===== config.mk =====
export PLATFORM = sky130hd
export DESIGN_NAME = serv_ctrl_w
export DESIGN_NICKNAME = d
export VERILOG_FILES = /design/src/rtl/serv_ctrl_w.sv
export SDC_FILE = /design/constraint.sdc
export NUM_CORES = 1
export LEC_CHECK = 0
export ABC_AREA = 0
export BUFFER_PORTS_ARGS = -buffer_cell sky130_fd_sc_hd__buf_2
export CORE_ASPECT_RATIO = 1.25
export CORE_MARGIN = 1
export CORE_UTILIZATION = 50
export CTS_CLUSTER_SIZE = 12
export DETAILED_ROUTE_END_ITERATION = 8
export PLACE_DENSITY = 0.78
export SLEW_MARGIN = 20
export SYNTH_ARGS = -nofsm -noshare
export SYNTH_HDL_FRONTEND = slang
export SYNTH_SLANG_ARGS = --single-unit

===== constraint.sdc =====
create_clock -name clk -period 3.8 [get_ports clk]
set_input_delay 0.76 -clock clk [delete_from_list [all_inputs] [get_ports clk]]
set_output_delay 0.76 -clock clk [all_outputs]
set_load 0.03 [all_outputs]

===== src/rtl/serv_ctrl_w.sv =====
// serv_ctrl_w: W-bit-per-cycle PC update and instruction-fetch control for the bit-serial core.
// The PC lives in the ibus address register and is rotated W bits per beat; after 32/W beats
// of i_pc_en it holds the next PC (increment, jump target or trap vector).
module serv_ctrl_w #(
  parameter int unsigned W        = 1,
  parameter logic [31:0] RESET_PC = 32'd0,
  parameter bit          WITH_CSR = 1'b1,
  parameter bit          WITH_C   = 1'b0
) (
  input  logic         clk,
  input  logic         i_rst,
  input  logic         i_pc_en,
  input  logic         i_iscomp,
  input  logic         i_jump,
  input  logic         i_jal_or_jalr,
  input  logic         i_utype,
  input  logic         i_pc_rel,
  input  logic         i_trap,
  input  logic [W-1:0] i_imm,
  input  logic [W-1:0] i_buf,
  input  logic [W-1:0] i_csr_pc,
  output logic [W-1:0] o_rd,
  output logic [W-1:0] o_bad_pc,
  output logic         o_last,
  output logic         o_misalign,
  output logic [31:0]  o_ibus_adr,
  output logic         o_ibus_cyc,
  input  logic         i_ibus_ack
);

  localparam int unsigned B  = 32 / W;
  localparam int unsigned BW = $clog2(B);

  typedef enum logic [1:0] {StFetch, StExec, StUpdate, StHold} state_e;

  state_e          state_q, state_d;
  logic [BW-1:0]   beat_q, beat_d;
  logic            carry_i_q, carry_i_d;
  logic            carry_t_q, carry_t_d;
  logic            misalign_q, misalign_d;
  logic [31:0]     adr_q, adr_d;

  logic [31:0]     base;
  logic [31:0]     p;
  logic            comp;
  logic            trap_en;
  logic [W-1:0]    pc;
  logic [W-1:0]    inc_s;
  logic [W-1:0]    imm_m;
  logic [W-1:0]    lsb_mask;
  logic [W-1:0]    offset_a;
  logic [W-1:0]    offset_b;
  logic [W:0]      sum_i;
  logic [W:0]      sum_t;
  logic [W-1:0]    pc_plus_inc;
  logic [W-1:0]    target_al;
  logic [W-1:0]    new_s;
  logic            misaligned;

  // Per-beat datapath: increment and target adders plus new-PC / rd slice selection.
  always_comb begin
    inc_s    = '0;
    imm_m    = '0;
    p        = '0;
    base     = 32'(beat_q) * W;
    comp     = WITH_C && i_iscomp;
    trap_en  = WITH_CSR && i_trap;
    pc       = adr_q[W-1:0];
    for (int k = 0; k < int'(W); k++) begin
      p        = base + 32'(k);
      // INC is 2 or 4, so exactly one bit position of the 32-bit constant is set
      inc_s[k] = comp ? (p == 32'd1) : (p == 32'd2);
      // U-type immediates only contribute bits 31:12
      imm_m[k] = i_imm[k] && (p >= 32'd12);
    end
    lsb_mask = '1;
    if (beat_q == '0) lsb_mask[0] = 1'b0;

    sum_i       = {1'b0, pc} + {1'b0, inc_s} + {{W{1'b0}}, carry_i_q};
    pc_plus_inc = sum_i[W-1:0];

    offset_a  = i_pc_rel ? pc : '0;
    offset_b  = i_utype ? imm_m : i_buf;
    sum_t     = {1'b0, offset_a} + {1'b0, offset_b} + {{W{1'b0}}, carry_t_q};
    target_al = sum_t[W-1:0] & lsb_mask;

    if (trap_en)     new_s = i_csr_pc & lsb_mask;
    else if (i_jump) new_s = target_al;
    else             new_s = pc_plus_inc;

    o_rd     = (i_utype ? target_al : '0) | (i_jal_or_jalr ? pc_plus_inc : '0);
    o_bad_pc = target_al;
    o_last   = (beat_q == BW'(B - 1));
  end

  // Beat counter, carries and PC shift register next-state.
  always_comb begin
    beat_d    = beat_q;
    carry_i_d = 1'b0;
    carry_t_d = 1'b0;
    adr_d     = adr_q;
    if (i_pc_en) begin
      beat_d = beat_q + 1'b1;
      adr_d  = {new_s, adr_q[31:W]};
      // Carry out of bit 31 is dropped so a following burst starts clean
      if (!o_last) begin
        carry_i_d = sum_i[W];
        carry_t_d = sum_t[W];
      end
    end
    misaligned = adr_d[1] && !WITH_C;
  end

  // Fetch FSM: next state, misalign flag and bus request.
  always_comb begin
    state_d    = state_q;
    misalign_d = misalign_q;
    o_ibus_cyc = 1'b0;
    unique case (state_q)
      StFetch: begin
        o_ibus_cyc = 1'b1;
        // A PC update abandons the outstanding fetch
        if (i_pc_en)         state_d = StUpdate;
        else if (i_ibus_ack) state_d = StExec;
      end
      StExec: begin
        if (i_pc_en) state_d = StUpdate;
      end
      StUpdate: begin
        if (i_pc_en && o_last) begin
          state_d    = misaligned ? StHold : StFetch;
          misalign_d = misaligned;
        end
      end
      StHold: begin
        if (i_pc_en) begin
          state_d    = StUpdate;
          misalign_d = 1'b0;
        end
      end
      default: state_d = StFetch;
    endcase
  end

  // State registers with synchronous active-high reset.
  always_ff @(posedge clk) begin
    if (i_rst) begin
      state_q    <= StFetch;
      beat_q     <= '0;
      carry_i_q  <= 1'b0;
      carry_t_q  <= 1'b0;
      misalign_q <= 1'b0;
      adr_q      <= RESET_PC;
    end else begin
      state_q    <= state_d;
      beat_q     <= beat_d;
      carry_i_q  <= carry_i_d;
      carry_t_q  <= carry_t_d;
      misalign_q <= misalign_d;
      adr_q      <= adr_d;
    end
  end

  assign o_ibus_adr = adr_q;
  assign o_misalign = misalign_q;

endmodule

==> results_dict.tcl, run 1 <==
set metrics [dict create \
    run_status "finished, final reports clean" \
    postSynthRegisterBits 42 \
    cts_buffer_depth 2 \
    post-layout-total-power_mw 0.8056 \
    height_of_the_chip_um 66.91 \
    core_area_um2 3223 \
    crit_path_top_delay_cell "fa_1" \
    synth.top_cells.by_count "42 x dfxtp_1, 40 x nor2_1, 33 x mux2i_1, 5 x buf_2, 5 x clkbuf_1" \
    drtIter0Drc 19 \
    global_route_wire_length_before_repair_um 4567 \
    crit-reg2reg-launch "beat_q[0]" \
    via_per_inst 5.052 \
    setup-tns-final_ns 0 \
    unrepaired_setup_endpoints_after_global_routing "false" \
    yosys.area.top_type_share_pct 49.89 \
    fp.dieW_um 53.93 \
    cts.repair_timing.setup_buffer_count 0 \
    cts_tree "done" \
    crit_start "i_buf" \
    criticalPathCategory "in2out" \
    hold_viol 0 \
    cell_with_the_most_instances_after_synthesis "dfxtp_1" \
    clk_root_buffer_cell "clkbuf_8" \
    gp_routability_congestion 0.6980 \
    track_usage_pct 18.01 \
    drt-pass1-iter-count 3 \
    final_layout_size_suffix_gt1_share_pct 27.91 \
    post-route-period-util_pct 75.10 \
    remaining_drc_errors 0 \
    postSynth.asyncResetShare_pct 0 \
    drv_slew 0 \
    drt-wirelength-per-cell_um 11.79 \
    cp_data_arrival_time_ns 2.09 \
    synth_ff_type "dfxtp_1" \
    area_growth_pct 20.27 \
    antenna_found_initial 0 \
    yosys_warns 0 \
    finalWirelength_um 2970 \
    start_util_pct 52.29 \
    synthesis.nets 187 \
    finalSetupViolations 0 \
    post_synth_num_cell_types 30 \
    cts.sinks 42 \
    layout.nets 233 \
    worst_slew_pin_slew_ns 0.7235 \
    routed_via_count 1273 \
    dieArea_um2 3608 \
    syn_area_um2 1685 \
    worst_setup_hold_path_clk_slew_ns 0.07 \
    critical_path_required_ns 3.04 \
    worst_hold_startpoint "o_misalign" \
    worst_slew_margin_rel_pct 51.76 \
    synth_cells 168 \
    first_global_vias 1093 \
    fin_worst_hold_slack_ns 0.4798 \
    static-leakage-power_nw 1.026 \
    postSynthAreaPerCell_um2 10.03 \
    rows 23 \
    place_worst_setup_slack_ns 0.9435 \
    max_clock_freq_ghz 0.3504 \
    final_util_pct 62.89 \
    most_frequent_cell_on_the_critical_path "buf_2" \
    critical_path.top_delay_family "compound AO/OA/AOI/OAI gates" \
    ctsHoldBuffers 0 \
    antenna-diode-count 0 \
    place.detailed.hpwl_um 1978 \
    netlist.top_cell.by_area "dfxtp_1" \
    grt_max_degree 43 \
    final.min_clock_period_ns 2.854 \
    timing.critical_path.slowest_cell_delay_ns 0.46 \
    crit_path_max_fanout 2 \
    synth_area_leaders "dfxtp_1 50%, mux2i_1 20%, nor2_1 8.9%" \
    worstSetupStartpointType "primary input" \
    clk-insertion-delay-late_ns 0.29 \
    crit_chain "buf_2 -> nor2b_1 -> a31oi_1 -> fa_1 -> a21oi_1 -> a22o_1 -> buf_2" \
    seq_area_frac_synth_pct 49.89 \
    h-tree-depth 2 \
    cellPowerDensity_nw_per_um2 397.4 \
    io_buffers 48 \
    num_io_pins 50 \
    largest_vdd_supply_drop_uv 328.4 \
    maxCapViolCount 0 \
    cts.repair.resized 0 \
    synth_edf_count 0 \
    setup.worst_path.end_class "output pin" \
    cts_inserted_buffers 5 \
    fin_skew_ns 0.005984 \
    postRouteAntennaNets 0 \
    hold_path.class "reg2reg" \
    overflow 0 \
    path_buf_inv 2 \
    post-route-worst-setup-slack_ns 0.9463 \
]
[flip-flops by register name, summed over array words and instances, names as in the netlist]
name,flops
o_ibus_adr,32
beat_q,5
state_q,2
carry_i_q,1
carry_t_q,1
o_misalign,1
[tightest hold or removal path, cell delays in order (launching register included)]
cell	delay, ns
dfxtp_1	0.31
o21ai_0	0.06
a21oi_1	0.06
[cell type report]
| type | count | area [um^2] |
|---|---|---|
| Clock inverter | 1 | 5.005 |
| Multi-Input combinational cell | 111 | 782.0 |
| Tap cell | 37 | 46.29 |
| Timing Repair Buffer | 49 | 247.7 |
| Inverter | 5 | 18.77 |
| Sequential cell | 42 | 840.8 |
| Clock buffer | 7 | 86.33 |
| Fill cell | 301 | 1196 |
[worst paths after layout]
path / depth (start not counted) / slack [ns] / end
max: 7 / 0.95 / o_rd
min: 2 / 0.48 / o_misalign
max reg2reg: 7 / 1.98 / o_ibus_adr[31]
min reg2reg: 2 / 0.48 / o_misalign
[stage by stage]
step | cell area (um^2) | cells
2_1_floorplan | 1685 | 168
3_3_place_gp | 1936 | 244
3_5_place_dp | 1936 | 244
4_1_cts | 2027 | 252
5_1_grt | 2027 | 252
6_report | 2027 | 252
[placed cells by master (no fill, tap or decap), types with 3 or more instances in the layout]
| cell type | Yosys | routed |
|---|---|---|
| nor2b_1 | 3 | 3 |
| nand2_1 | 3 | 3 |
| a21oi_1 | 3 | 3 |
| buf_2 | 5 | 48 |
| dfxtp_1 | 42 | 42 |
| inv_1 | 4 | 4 |
| mux2i_1 | 33 | 33 |
| nor2_1 | 40 | 40 |
| clkbuf_8 | 0 | 6 |
| ha_1 | 4 | 4 |
[where the power goes]
part	switching (mW)	total, mW	internal, mW
sequential	0.00552	0.451	0.445
clock	0.143	0.289	0.146
combinational	0.0384	0.0656	0.0271
[layer usage]
metal / routed length, um / track usage (%)
met1: 1349 / 19.58
met2: 1353 / 28.55
met3: 200 / 7.763
met4: 66 / 9.868
met5: 0 / 0
[kinds of logic after synthesis]
group	count (synthesis)	share of synthesized area [%]
buf+inv	15	3.711
xor+xnor	3	1.559
mux	33	19.60
flops	42	49.89
compound gates	12	4.529
fa+ha+maj	6	5.345
simple gates	57	15.37
No activity file was read; power rests on OpenSTA's default activity.
==> run 2: changes to the inputs <==
- CORE_UTILIZATION: 50 -> 45
- PLACE_DENSITY: 0.78 -> 0.74
- clock period: 3.8 -> 2.45 ns (I/O delays scaled with it)
==> results_dict.tcl, run 2 (synthesis gave the netlist of run 1 again) <==
set metrics [dict create \
    run_status "complete, but fails checks" \
    violated_checks "DRC" \
    cts_buffer_depth 2 \
    drtIter0Drc 57 \
    finish.instance_area_um2 2137 \
    global_routing_s_busiest_layer "met2" \
    remaining_drc_errors 10 \
    final_layout_size_suffix_gt1_share_pct 33.18 \
    r2r.worst_path.cells 7 \
    layout.nets 238 \
    timing.critical_path.slowest_cell_delay_ns 0.47 \
    crit_chain "a21o_4 -> a31oi_4 -> fa_1 -> a21oi_2 -> a22o_1 -> buf_6" \
    drt-pass1-iter-count 6 \
    grt_max_degree 42 \
    final.min_clock_period_ns 2.391 \
    path_buf_inv 1 \
    fp.dieW_um 56.74 \
    routed_via_count 1296 \
    cts_tree "done" \
    cts_inserted_buffers 5 \
    cts.sinks 42 \
    worst_setup_hold_path_clk_slew_ns 0.08 \
    fin_skew_ns 0.003930 \
    dp_cells 248 \
    clk-insertion-delay-late_ns 0.29 \
    drv_slew 0 \
    critical_path_required_ns 1.96 \
    via_per_inst 5.004 \
    hold_path.class "reg2reg" \
    whs_endpoint "o_misalign" \
    finalWirelength_um 3028 \
    maxCapViolCount 0 \
    dpl_cell_area_um2 1957 \
    area_growth_pct 26.80 \
    crit_path_max_fanout 4 \
    worst_hold_startpoint "o_misalign" \
    fin_cells 259 \
    post-route-worst-setup-slack_ns 0.05938 \
    critical_path.top_delay_family "compound AO/OA/AOI/OAI gates" \
    cp_data_arrival_time_ns 1.90 \
    regToRegEndpoint "o_ibus_adr[31]" \
    worstSetupStartpointType "register" \
    first_global_vias 1092 \
    overflow 0 \
    h-tree-depth 2 \
    antenna_found_initial 0 \
    crit_path_top_delay_cell "fa_1" \
    max_clock_freq_ghz 0.4183 \
    worst_slew_pin_slew_ns 0.4021 \
    drt-wirelength-per-cell_um 11.69 \
    largest_register_ff_count 32 \
    grt_use_met3_pct 6.296 \
    antenna-diode-count 0 \
    clk_root_buffer_cell "clkbuf_8" \
    layout_common_cells "47 x buf_2, 40 x nor2_1, 38 x dfxtp_1" \
    io_buffers 48 \
    setup.worst_path.end_class "output pin" \
    r2r_setup_slack_ns 0.66 \
    finalSetupViolations 0 \
    global_route_wire_length_before_repair_um 4843 \
    ctsHoldBuffers 0 \
    largest_vdd_supply_drop_uv 456.7 \
    criticalPathCategory "reg2out" \
    unrepaired_setup_endpoints_after_global_routing "true" \
    grt_use_met1_pct 20.12 \
    static-leakage-power_nw 1.071 \
    count_of_cells_along_the_worst_hold_path 2 \
    place_worst_setup_slack_ns 0.1478 \
    track_usage_pct 15.83 \
    rows 24 \
    global_route.usage.met2_pct 23.81 \
    cellPowerDensity_nw_per_um2 624.3 \
    start_util_pct 47.56 \
    gp_routability_congestion 0.7444 \
    hold_viol 0 \
    dieArea_um2 3995 \
    fin_worst_hold_slack_ns 0.4741 \
    core_area_um2 3543 \
    final_common_cell "buf_2" \
    crit-reg2reg-launch "beat_q[0]" \
    postRouteAntennaNets 0 \
    num_io_pins 50 \
    post-route-period-util_pct 97.58 \
    place.detailed.hpwl_um 2017 \
    fillCellCount 325 \
    worst_slew_margin_rel_pct 73.19 \
    height_of_the_chip_um 70.42 \
]
[run 2: worst max path at each step]
stage / to / slack (ns) / cells after the start / start
final: o_rd / 0.06 / 6 / beat_q[2]
after detailed placement: o_rd / 0.15 / 7 / i_buf
after global placement: o_rd / 0.19 / 7 / i_buf
after CTS: o_rd / 0.004 / 6 / beat_q[2]
after floorplan: o_rd / 0.04 / 5 / i_buf
after global routing: o_rd / -0.004 / 6 / beat_q[2]
[run 2: area by class of cell]
| type | instances | area, um^2 | share of cell area (%) |
|---|---|---|---|
| Sequential cell | 42 | 850.8 | 39.81 |
| Multi-Input combinational cell | 111 | 818.3 | 38.29 |
| Timing Repair Buffer | 54 | 291.5 | 13.64 |
| Clock buffer | 5 | 68.82 | 3.220 |
| Tap cell | 39 | 48.80 | 2.283 |
| Clock inverter | 3 | 40.04 | 1.874 |
| Inverter | 5 | 18.77 | 0.8782 |
[run 2: timing repair]
item | 4_1_cts | 5_1_grt
resized for setup | 7 | 6
hold endpoints to repair | 0 | 0
pin swaps | 2 | 3
endpoints found under the setup margin | 1 | 1
buffers inserted | 1 | 2
[run 2: stage by stage]
stage	total power, mW	utilization, %	TNS (ns)
global placement	0.8199	55.23	0
floorplan	0.7938	-	0
finish	1.334	60.31	0
CTS	1.357	59.25	0
detailed placement	0.8215	55.23	0
global route	1.405	60.31	-0.004197
[run 2: power by group]
group | internal [mW] | leakage [nW] | switching [mW] | total (mW)
clock network | 0.300 | 0.0579 | 0.226 | 0.526
registers | 0.689 | 0.342 | 0.00854 | 0.697
logic | 0.0476 | 0.672 | 0.0633 | 0.111
total | 1.04 | 1.07 | 0.298 | 1.33
[run 2: worst register-to-register path: cells and delay by family, from the launching register on]
kind | cells | cell delay, ns
compound gates | 1 | 0.11
fa+ha+maj | 2 | 0.68
buf+inv | 1 | 0.06
flops | 1 | 0.36
simple gates | 3 | 0.50
[run 2: layer usage]
metal	up-vias	wire length (um)
met5	-	0
met4	0	53
met3	6	196
met2	42	1314
met1	581	1464
li1	667	-
==> run 3: changes to the inputs <==
- BUFFER_PORTS_ARGS: -buffer_cell sky130_fd_sc_hd__buf_2 -> default
- CORE_MARGIN: 1 -> default
- CORE_UTILIZATION: 45 -> 50
- DONT_BUFFER_PORTS: default -> 1
- PLACE_DENSITY: 0.74 -> 0.68
- SETUP_SLACK_MARGIN: default -> 0.4
==> results_dict.tcl, run 3 (synthesis gave the netlist of run 1 again) <==
set metrics [dict create \
    run_status "finished, final reports clean" \
    num_io_pins 50 \
    largest_register_ff_count 32 \
    fp.dieW_um 53.93 \
    cts_buffer_depth 2 \
    fin_skew_ns 0.003398 \
    hold_path.class "in2reg" \
    drv_slew 0 \
    track_usage_pct 17.80 \
    worst_slew_margin_rel_pct 63.85 \
    unrepaired_setup_endpoints_after_global_routing "true" \
    crit_path_max_fanout 3 \
    core_area_um2 3223 \
    antenna-diode-count 0 \
    count_of_cells_along_the_worst_hold_path 1 \
    critical_path_required_ns 1.96 \
    place.detailed.hpwl_um 1983 \
    final_util_pct 58.77 \
    gp_routability_congestion 0.6968 \
    rows 23 \
    post-route-worst-setup-slack_ns 0.1482 \
    cts.sinks 42 \
    worst_slew_pin_slew_ns 0.5403 \
    h-tree-depth 2 \
    max_clock_freq_ghz 0.4344 \
    clk_root_buffer_cell "clkbuf_8" \
    postRouteAntennaNets 0 \
    global_route_wire_length_before_repair_um 4485 \
    dp_cells 198 \
    hold_viol 0 \
    remaining_drc_errors 0 \
    post-route-period-util_pct 93.95 \
    layout_common_cells "40 x nor2_1, 38 x dfxtp_1, 33 x mux2i_1" \
    worstSetupStartpointType "register" \
    antenna_found_initial 0 \
    dieArea_um2 3608 \
    place_worst_setup_slack_ns 0.3488 \
    fin_cells 207 \
    multi_input_area_um2 830.8 \
    overflow 0 \
    post-layout-total-power_mw 1.312 \
    via_per_inst 5.541 \
    height_of_the_chip_um 66.91 \
    setup.worst_path.end_class "output pin" \
    largest_vdd_supply_drop_uv 445.2 \
    area_growth_pct 12.40 \
    cts_tree "done" \
    finalWirelength_um 2926 \
    start_util_pct 52.29 \
    finish.instance_area_um2 1894 \
    final.min_clock_period_ns 2.302 \
    drtIter0Drc 14 \
    fillCellCount 282 \
    dpl_cell_area_um2 1730 \
    worst_setup_hold_path_clk_slew_ns 0.07 \
    final_layout_size_suffix_gt1_share_pct 14.71 \
    cellPowerDensity_nw_per_um2 692.4 \
    layout.nets 189 \
    r2r.worst_path.cells 7 \
    static-leakage-power_nw 0.8206 \
    criticalPathCategory "reg2out" \
    grt_max_degree 43 \
    drt-pass1-iter-count 4 \
    clk-insertion-delay-late_ns 0.29 \
    fin_worst_hold_slack_ns 0.2632 \
    drt-wirelength-per-cell_um 14.14 \
    finalSetupViolations 0 \
    first_global_vias 1091 \
    cts_inserted_buffers 5 \
    final_common_cell "nor2_1" \
    layout.area.seq_um2 848.3 \
    maxCapViolCount 0 \
    routed_via_count 1147 \
    io_buffers 0 \
    cp_data_arrival_time_ns 1.81 \
    setup-tns-final_ns 0 \
]
[run 3: power by group]
group / total, mW / internal, mW / leakage (nW) / switching (mW)
sequential: 0.703 / 0.690 / 0.341 / 0.0135
combinational: 0.0690 / 0.0386 / 0.422 / 0.0304
clock: 0.539 / 0.326 / 0.0573 / 0.213
[run 3: layout make-up]
type	instances	area share (%)
Clock buffer	6	4.359
Clock inverter	1	1.585
Inverter	5	0.9908
Multi-Input combinational cell	111	43.86
Sequential cell	42	44.78
Tap cell	37	2.444
Timing Repair Buffer	5	1.982
[run 3: timing repair]
action | 4_1_cts | 5_1_grt
gates cloned | 0 | 0
pin swaps | 4 | 3
gates resized for setup | 9 | 1
endpoints found under the setup margin | 2 | 2
hold buffers | 0 | 0
buffers inserted | 2 | 0
[run 3: path summary, 6_finish.rpt]
path                                  from    endpoint  slack, ns
worst max register to register   beat_q[0]  state_q[1]       0.63
worst min register to register  state_q[1]  state_q[1]       0.53
worst min-delay path                 i_rst   beat_q[3]       0.26
worst max-delay path             beat_q[2]        o_rd       0.15
[run 3: critical path: stages (launching register included)]
cell and delay, ns:
dfxtp_4 0.35, a21o_4 0.22, a31oi_4 0.14, fa_2 0.49, a21oi_4 0.14, a22o_4 0.18
[run 3: layer usage]
metal | part of all wire (%) | vias up | wire length, um | global-route usage [%]
met5 | 0 | - | 0 | 0
met1 | 42 | 541 | 1236 | 18.65
li1 | - | 562 | - | -
met2 | 49 | 38 | 1437 | 29.94
met4 | 2.0 | 0 | 58 | 8.882
met3 | 6.6 | 6 | 194 | 6.849
